### config.mk
export PLATFORM = sky130hd
export DESIGN_NAME = btn_tick_front_flat
export DESIGN_NICKNAME = d
export VERILOG_FILES = /design/src/rtl/btn_tick_front_if.sv /design/src/rtl/btn_tick_front.sv /design/src/flat_wrapper.sv
export SDC_FILE = /design/constraint.sdc
export NUM_CORES = 1
export LEC_CHECK = 0
export ABC_AREA = 0
export CORE_MARGIN = 1
export CORE_UTILIZATION = 25
export DETAILED_ROUTE_END_ITERATION = 8
export PLACE_DENSITY = 0.44
export SLEW_MARGIN = 10
export SYNTH_ARGS = -nofsm -noshare
export SYNTH_HDL_FRONTEND = slang
export SYNTH_SLANG_ARGS = --single-unit
### constraint.sdc
create_clock -name clk -period 2.5 [get_ports clk]
set_input_delay 0.75 -clock clk [delete_from_list [all_inputs] [get_ports clk]]
set_output_delay 0.75 -clock clk [all_outputs]
set_load 0.02 [all_outputs]
### src/rtl/btn_tick_front_if.sv
// Button front-end signal bundle: raw inputs and tick gate in, conditioned levels and pulses out.
interface btn_tick_front_if #(
  parameter int unsigned N_BTN = 4
);
  logic [N_BTN-1:0] btn_raw;
  logic             tick_en;
  logic [N_BTN-1:0] btn_level;
  logic [N_BTN-1:0] press_vec;
  logic             press;
  logic             enable;

  modport master (
    output btn_raw, tick_en,
    input  btn_level, press_vec, press, enable
  );

  modport slave (
    input  btn_raw, tick_en,
    output btn_level, press_vec, press, enable
  );
endinterface

### src/rtl/btn_tick_front.sv
// Push-button conditioning (sync, debounce, press pulse) plus a prescaled timeout tick
// whose phase restarts on every press.
module btn_tick_front #(
  parameter int unsigned N_BTN     = 4,
  parameter int unsigned DB_CYCLES = 16,
  parameter int unsigned TICK_DIV  = 50000000
) (
  input  logic            clk,
  input  logic            rst,
  btn_tick_front_if.slave bus
);

  localparam int unsigned   DBW    = $clog2(DB_CYCLES);
  localparam int unsigned   TKW    = $clog2(TICK_DIV);
  localparam logic [DBW-1:0] DB_MAX = DBW'(DB_CYCLES - 1);
  localparam logic [TKW-1:0] TK_MAX = TKW'(TICK_DIV - 1);

  logic [N_BTN-1:0]           r_sync1;
  logic [N_BTN-1:0]           r_sync2;
  logic [N_BTN-1:0]           r_level;
  logic [N_BTN-1:0]           r_press_vec;
  logic                       r_press;
  logic                       r_enable;
  logic [N_BTN-1:0][DBW-1:0]  r_db_cnt;
  logic [TKW-1:0]             r_tick_cnt;

  logic [N_BTN-1:0]           w_level_nxt;
  logic [N_BTN-1:0]           w_press_vec_nxt;
  logic                       w_press_nxt;
  logic [N_BTN-1:0][DBW-1:0]  w_db_cnt_nxt;
  logic [TKW-1:0]             w_tick_cnt_nxt;
  logic                       w_enable_nxt;

  // Debounce: a level change needs DB_CYCLES consecutive mismatching samples.
  always_comb begin
    w_level_nxt  = r_level;
    w_db_cnt_nxt = '0;
    for (int unsigned i = 0; i < N_BTN; i++) begin
      if (r_sync2[i] == r_level[i]) begin
        w_db_cnt_nxt[i] = '0;
      end else if (r_db_cnt[i] == DB_MAX) begin
        w_level_nxt[i]  = r_sync2[i];
        w_db_cnt_nxt[i] = '0;
      end else begin
        w_db_cnt_nxt[i] = r_db_cnt[i] + 1'b1;
      end
    end
    w_press_vec_nxt = w_level_nxt & ~r_level;
    w_press_nxt     = |w_press_vec_nxt;
  end

  // Tick priority: press restarts the phase, then gate, then wrap, then count.
  always_comb begin
    w_tick_cnt_nxt = r_tick_cnt;
    w_enable_nxt   = 1'b0;
    if (w_press_nxt) begin
      w_tick_cnt_nxt = '0;
    end else if (!bus.tick_en) begin
      w_tick_cnt_nxt = r_tick_cnt;
    end else if (r_tick_cnt == TK_MAX) begin
      w_tick_cnt_nxt = '0;
      w_enable_nxt   = 1'b1;
    end else begin
      w_tick_cnt_nxt = r_tick_cnt + 1'b1;
    end
  end

  always_ff @(posedge clk or negedge rst) begin
    if (!rst) begin
      r_sync1     <= '0;
      r_sync2     <= '0;
      r_level     <= '0;
      r_press_vec <= '0;
      r_press     <= 1'b0;
      r_enable    <= 1'b0;
      r_db_cnt    <= '0;
      r_tick_cnt  <= '0;
    end else begin
      r_sync1     <= bus.btn_raw;
      r_sync2     <= r_sync1;
      r_level     <= w_level_nxt;
      r_press_vec <= w_press_vec_nxt;
      r_press     <= w_press_nxt;
      r_enable    <= w_enable_nxt;
      r_db_cnt    <= w_db_cnt_nxt;
      r_tick_cnt  <= w_tick_cnt_nxt;
    end
  end

  assign bus.btn_level = r_level;
  assign bus.press_vec = r_press_vec;
  assign bus.press     = r_press;
  assign bus.enable    = r_enable;

endmodule

### src/flat_wrapper.sv
// flat-port wrapper written by rule: the top's interface ports become plain ports
module btn_tick_front_flat 
#(
  parameter int unsigned N_BTN     = 4,
  parameter int unsigned DB_CYCLES = 16,
  parameter int unsigned TICK_DIV  = 50000000
)
  (clk, rst, bus_btn_raw, bus_tick_en, bus_btn_level, bus_press_vec, bus_press, bus_enable);
  btn_tick_front_if #(.N_BTN(N_BTN)) bus_i ();
  input  logic clk;
  input  logic rst;
  input wire logic [$bits(bus_i.btn_raw)-1:0] bus_btn_raw;
  input wire logic [$bits(bus_i.tick_en)-1:0] bus_tick_en;
  output wire logic [$bits(bus_i.btn_level)-1:0] bus_btn_level;
  output wire logic [$bits(bus_i.press_vec)-1:0] bus_press_vec;
  output wire logic [$bits(bus_i.press)-1:0] bus_press;
  output wire logic [$bits(bus_i.enable)-1:0] bus_enable;
  assign bus_i.btn_raw = bus_btn_raw;
  assign bus_i.tick_en = bus_tick_en;
  assign bus_btn_level = bus_i.btn_level;
  assign bus_press_vec = bus_i.press_vec;
  assign bus_press = bus_i.press;
  assign bus_enable = bus_i.enable;
  btn_tick_front #(.N_BTN(N_BTN), .DB_CYCLES(DB_CYCLES), .TICK_DIV(TICK_DIV)) u_core (.clk(clk), .rst(rst), .bus(bus_i));
endmodule
# --- Word level (Yosys, flattened, before mapping) ---
# Cells that the tools add are included.
word_totals:
  output_inout_bits: 10
  reg_bits: 60
  wordCells: 51
  input_bits: 7
classes:
  n_mux: 22
  reduce_logical: 2
  bitwise_logic: 2
  eq_ne: 9
  addsub: 5
op_table:
  columns: ["operator", "n"]
  rows:
  - ["26-bit two-way mux", 3]
  - ["4-bit two-way mux", 8]
  - ["26-bit by 1-bit adder with 26-bit output, second input constant", 1]
  - ["26-bit equality test, second input constant", 1]
  - ["4-bit by 1-bit adder with 4-bit output, second input constant", 4]
  - ["4-bit equality test, second input constant", 4]
  - ["1-bit two-way mux", 11]
  - ["4-bit bitwise AND", 1]
  - ["1-bit equality test", 4]
  - ["4-bit inverter", 1]
  - ["4-bit OR reduction", 1]
  - ["2-bit nonzero test", 1]

# --- Longest topological paths before layout ---
# Gate-level depths: netlist of run 1.
logic_depth:
  ltp_word: 6
  depth_mapped: 8
  ltp_nobuf: 6

# --- Worst setup path after synthesis of run 1 ---
# OpenSTA, ideal clock, no wires.
synth_path:
  path_kind: "input -> register"
  startpoint: "in bus_tick_en"
  endpoint: "reg u_core.r_tick_cnt[24]"
  setup_slack_ns: 0.353
  path_buffers: 2
  arrival_time_ns: 2.074
  setup_time_ns: 0.073
  path_stages: 6
  required_ns: 2.427
  path_cell_list: "clkbuf_1 > inv_1 > and3_4 > buf_6 > or4_4 > a21oi_2"
synth_via:
  elab_chain_cells: 1
synth_rtl:
  columns: ["item", "line_no", "source"]
  rows:
  - ["start, declared", "flat_wrapper.sv:13", "input wire logic [$bits(bus_i.tick_en)-1:0] bus_tick_en;"]
  - ["2-bit nonzero test (no line)", null, null]
  - ["end signal, assigned", "btn_tick_front.sv:86", "r_tick_cnt <= w_tick_cnt_nxt;"]
  - ["end, declared", "btn_tick_front.sv:25", "logic [TKW-1:0] r_tick_cnt;"]
# No other way between the ends.
# A chain may end at the register's enable or synchronous reset.

# --- Final worst setup path of run 1 ---
layout_path:
  startpoint: "reg u_core.r_db_cnt[4] (netlist bit)"
  endpoint: "reg u_core.r_tick_cnt[17]"
layout_via:
  elab_chain_cells: 6
  word_cells_on_any_way: 7
  classes_between: "eq/ne (1); mux (3); bitwise (1); reduce/logical (2)"
layout_rtl:
  columns: ["item", "line_no", "source"]
  rows:
  - ["start, declared", "btn_tick_front.sv:24", "logic [N_BTN-1:0][DBW-1:0] r_db_cnt;"]
  - ["start signal, assigned", "btn_tick_front.sv:85", "r_db_cnt <= w_db_cnt_nxt;"]
  - ["4-bit equality test *", "btn_tick_front.sv:41", "end else if (r_db_cnt[i] == DB_MAX) begin"]
  - ["1-bit two-way mux *", "btn_tick_front.sv:41", null]
  - ["1-bit two-way mux *", "btn_tick_front.sv:39", "if (r_sync2[i] == r_level[i]) begin"]
  - ["4-bit bitwise AND *", "btn_tick_front.sv:48", "w_press_vec_nxt = w_level_nxt & ~r_level;"]
  - ["4-bit OR reduction *", "btn_tick_front.sv:49", "w_press_nxt = |w_press_vec_nxt;"]
  - ["26-bit two-way mux / 2-bit nonzero test (equally long branches)", null, null]
# Every way passes the cells marked *; elsewhere a longest branch is shown, timed or not.

==> key figures, run 1 <==
Status
  – Result of the run: finished, final reports clean

STA
  – RSZ-0062 raised after global routing: false
  – Crit share post-route: 0.8529
  – Clock Skew: 0.006933 ns
  – Sum Neg Setup Slack: 0 ns
  – Clock period minus worst slack: 2.132 ns
  – Max-Slew Margin vs Limit: 0.6292
  – Final setup violation count: 0
  – Worst-Margin Slew: 0.5511 ns
  – Final Slew Violations: 0
  – Max Fclk: 0.4690 GHz
  – Final hold viol count: 0

Clock network
  – Clock sink count: 60
  – Clk pin slew, worst setup/hold paths: about 0.08 ns
  – Clock insertion delay at the later pin of the skew report: roughly 0.34 ns
  – Clock buffer depth: 2
  – # resized after CTS: 0
  – H-tree depth reported by CTS: 3
  – Buffers inserted by post-CTS timing repair: 0
  – CTS tree: yes
  – Inserted Clock Buffers: 9
  – Hold buffer count at CTS: 0
  – Library cell used as clock root buffer: sky130_fd_sc_hd__clkbuf_8

Critical path
  – Crit. End Element: register
  – Worst endpoint required time: 2.77 ns
  – Worst endpoint data arrival time: 2.40 ns
  – Critical Path Source Type: register
  – Worst setup path class: reg -> reg
  – Maximum fanout along the worst path: 20
  – Worst path slowest cell: sky130_fd_sc_hd__or4_1
  – Ordered list of cells on the worst path: ha_1 -> nand3_1 -> o22a_1 -> and3_4 -> or4_1 -> a21oi_1
  – Longest individual stage delay on the worst path: 0.52 ns
  – Number of cells traversed by the worst register-to-register path: 6

Synthesis
  – Number of synthesized flops with an enable pin: 0
  – Portion of synthesized cell area occupied by the leading cell type: 0.5388
  – Number of synthesis warnings: 0
  – Avg Inst Size Synth: 10.72 sq um
  – Most used flip-flop cell after synthesis: sky130_fd_sc_hd__dfrtp_1
  – List of most frequent post-synthesis cells: sky130_fd_sc_hd__dfrtp_1 (60), sky130_fd_sc_hd__nor2_1 (23), sky130_fd_sc_hd__nand3_1 (18)
  – Net count of the mapped netlist: 272
  – Cell taking the most area after synthesis: sky130_fd_sc_hd__dfrtp_1
  – Summed instance area of the synthesized netlist: 2786 sq um
  – Number of register bits inferred by synthesis: 60
  – Share of the yosys chip area belonging to registers: 0.5388
  – Proportion of synthesized flip-flops having asynchronous set or reset: 1.000
  – Cell count after synthesis: 260
  – Cells taking the most area after synthesis: sky130_fd_sc_hd__dfrtp_1 (54%), sky130_fd_sc_hd__a311oi_1 (3.5%), sky130_fd_sc_hd__nand3_1 (3.2%)
  – Most common cell in the synthesized netlist: sky130_fd_sc_hd__dfrtp_1
  – Count of different cell masters after synthesis: 44

Power
  – Switching share of power: 0.2778
  – Clock share of power: 0.402
  – Gate power share: 0.089
  – Sequential Power Share: 0.509
  – VDD IR-drop max: 294.8 uV
  – LEAKAGE: 1.421 nW
  – Internal power: 1.601 mW
  – Power per cell area: between 600 and 700 nW/um^2
  – Sw power: about 0.62 mW

Cells and area
  – Proportion of layout cells with a drive suffix above 1: 0.1438
  – Number of cells in the finished layout apart from fillers: 439
  – Number of antenna cells inserted: 0
  – Nets: 306
  – Filler Cells Inserted: ~1100
  – Register cell area after layout: 1501 sq um
  – Multi-input gate area in the final layout: 1236 sq um
  – Area growth from synthesis to final layout: 22.36%

Detailed routing
  – Vias: 2107
  – Number of vias per cell after detailed routing: 4.800
  – Total Wirelength: 6.022 mm
  – 1st-pass router iterations: 4
  – Average wire per standard cell: roughly 14 um
  – Number of remaining DRC errors: 0
  – Drt initial violations: 76
  – ANT nets after route: 0

Global routing
  – Vias in the first global route: 2101
  – Global-route wire length before repair: 10.49 mm
  – Global-route total usage across every layer: 0.1177
  – Number of antenna violations at the first check in global routing: 0
  – Total congestion overflow after global routing: 0
  – Maximum number of pins on one net before global-route repair: 25

Placement
  – Gp weighted congestion: ~0.74
  – Number of input and output port buffers inserted: 16
  – Placed instance count: 423
  – Post-DP HPWL: 4.257 mm

Floorplan
  – Area enclosed by the die boundary: around 12000 sq um
  – I/O pin total: 17
  – Core area: 10840 sq um
  – Die boundary height: 107.6 um
  – Placement row count: 38
  – Initial cell density of the core: 0.2570
  – X dimension of the die: 107.6 um

Run
  – # Max-Cap Violations: 0

Min path
  – Type of the tightest min-delay check: reg -> reg
  – Depth of the worst hold-timing path: 0
[layout make-up]
cell class,instances,share of cell area
clock buffers,9,0.03633
clock inverters,7,0.02239
inverters,3,0.003303
multi-input cells,190,0.3626
flip-flops and latches,60,0.4404
well taps,140,0.05138
repair buffers,30,0.08367
[critical path: cells and delay by family (launching register included)]
family	cells	cell delay, ns
AO/OA/AOI/OAI	2	0.45
flip-flops	1	0.40
adder cells (fa/ha/maj)	1	0.24
AND/OR/NAND/NOR	3	0.96
[stage by stage]
| step | area (sq um) | util | total power, mW | worst slack, ns | hold WS (ns) |
|---|---|---|---|---|---|
| after floorplan | 2786 | - | 1.271 | 0.3530 | 0.3312 |
| after global placement | 3209 | 0.2961 | 1.346 | 0.1361 | 0.3330 |
| after detailed placement | 3209 | 0.2961 | 1.346 | 0.1069 | 0.3347 |
| after CTS | 3410 | 0.3145 | 2.260 | 0.3359 | 0.3496 |
| after global routing | 3410 | 0.3145 | 2.345 | 0.1586 | 0.3542 |
| final | 3410 | 0.3145 | 2.218 | 0.3677 | 0.3491 |
[metal layers]
metal / global-route usage / share of wire
met2: 0.1799 / 0.46
met3: 0.03450 / 0.029
met4: 0.04110 / 0.015
met1: 0.1572 / 0.49
met5: 0 / 0
[worst paths after layout]
kind	endpoint	start	slack (ns)
max	u_core.r_tick_cnt[17]	u_core.r_db_cnt[4]	0.37
min	u_core.r_sync2[0]	u_core.r_sync1[0]	0.35
max reg2reg	u_core.r_tick_cnt[17]	u_core.r_db_cnt[4]	0.37
min reg2reg	u_core.r_sync2[0]	u_core.r_sync1[0]	0.35
max in group asynchronous	u_core.r_sync1[2]	rst	1.44
min in group asynchronous	u_core.r_db_cnt[13]	rst	0.38
[power by group through the flow]
stage	Sequential [mW]	Combinational [mW]	Clock (mW)
5_1_grt	1.14	0.231	0.973
3_5_place_dp	1.14	0.201	0
3_3_place_gp	1.14	0.201	0
4_1_cts	1.13	0.203	0.931
2_1_floorplan	1.12	0.155	0
6_report	1.13	0.198	0.891
[registers in the layout, summed over array words and instances (netlist names)]
name / cells
u_core.bus.btn_level: 4
u_core.r_db_cnt: 16
u_core.r_sync1: 4
u_core.bus.press_vec: 4
u_core.r_sync2: 4
u_core.r_tick_cnt: 26
u_core.bus.enable: 1
u_core.bus.press: 1
[placed cells by master, fill, tap and decap left out, types with 2 or more instances in the layout]
cell type / count
sky130_fd_sc_hd__o31ai_1: 7
sky130_fd_sc_hd__dfrtp_1: 60
sky130_fd_sc_hd__clkbuf_8: 9
sky130_fd_sc_hd__xor2_1: 4
sky130_fd_sc_hd__o22a_1: 2
sky130_fd_sc_hd__clkinvlp_4: 2
sky130_fd_sc_hd__a311oi_1: 11
sky130_fd_sc_hd__nand3_1: 18
sky130_fd_sc_hd__nor4_1: 2
sky130_fd_sc_hd__nand3b_1: 2
sky130_fd_sc_hd__nor3_1: 4
sky130_fd_sc_hd__and3_1: 5
sky130_fd_sc_hd__nand2b_1: 4
sky130_fd_sc_hd__ha_1: 5
sky130_fd_sc_hd__a31oi_1: 5
sky130_fd_sc_hd__nand2_1: 17
sky130_fd_sc_hd__or3_1: 4
sky130_fd_sc_hd__a21oi_1: 15
sky130_fd_sc_hd__a21o_1: 4
sky130_fd_sc_hd__mux2_2: 4
sky130_fd_sc_hd__nor2_1: 23
sky130_fd_sc_hd__or4_1: 6
sky130_fd_sc_hd__buf_12: 2
sky130_fd_sc_hd__clkdlybuf4s50_1: 15
sky130_fd_sc_hd__clkinv_4: 2
sky130_fd_sc_hd__and2_1: 2
sky130_fd_sc_hd__inv_1: 3
sky130_fd_sc_hd__xnor2_1: 10
sky130_fd_sc_hd__nor2b_1: 4
sky130_fd_sc_hd__o21ai_0: 8
sky130_fd_sc_hd__nand3_2: 3
sky130_fd_sc_hd__o41ai_1: 2
sky130_fd_sc_hd__or4b_1: 2
sky130_fd_sc_hd__buf_4: 12
sky130_fd_sc_hd__nand4_1: 5
[cells by family (layout without fill, tap and decap cells)]
group                    count (synthesis)  in the layout  synth area share
adder cells (fa/ha/maj)                  5              5           0.02245
AND/OR/NAND/NOR                        109            109            0.2191
flip-flops                              60             60            0.5388
multiplexers                             4              4           0.01616
AO/OA/AOI/OAI                           58             58            0.1419
XOR/XNOR                                14             14           0.04400
buffers and inverters                   10             49           0.01751
No activity file was read; power rests on OpenSTA's default activity.
==> run 2: changes to the inputs <==
HOLD_SLACK_MARGIN = 0.02   (was unset)
SKIP_CTS_REPAIR_TIMING = 1   (was unset)
==> results of run 2 <==
Same layout as run 1: the final DEF is identical, and so are final timing and power.
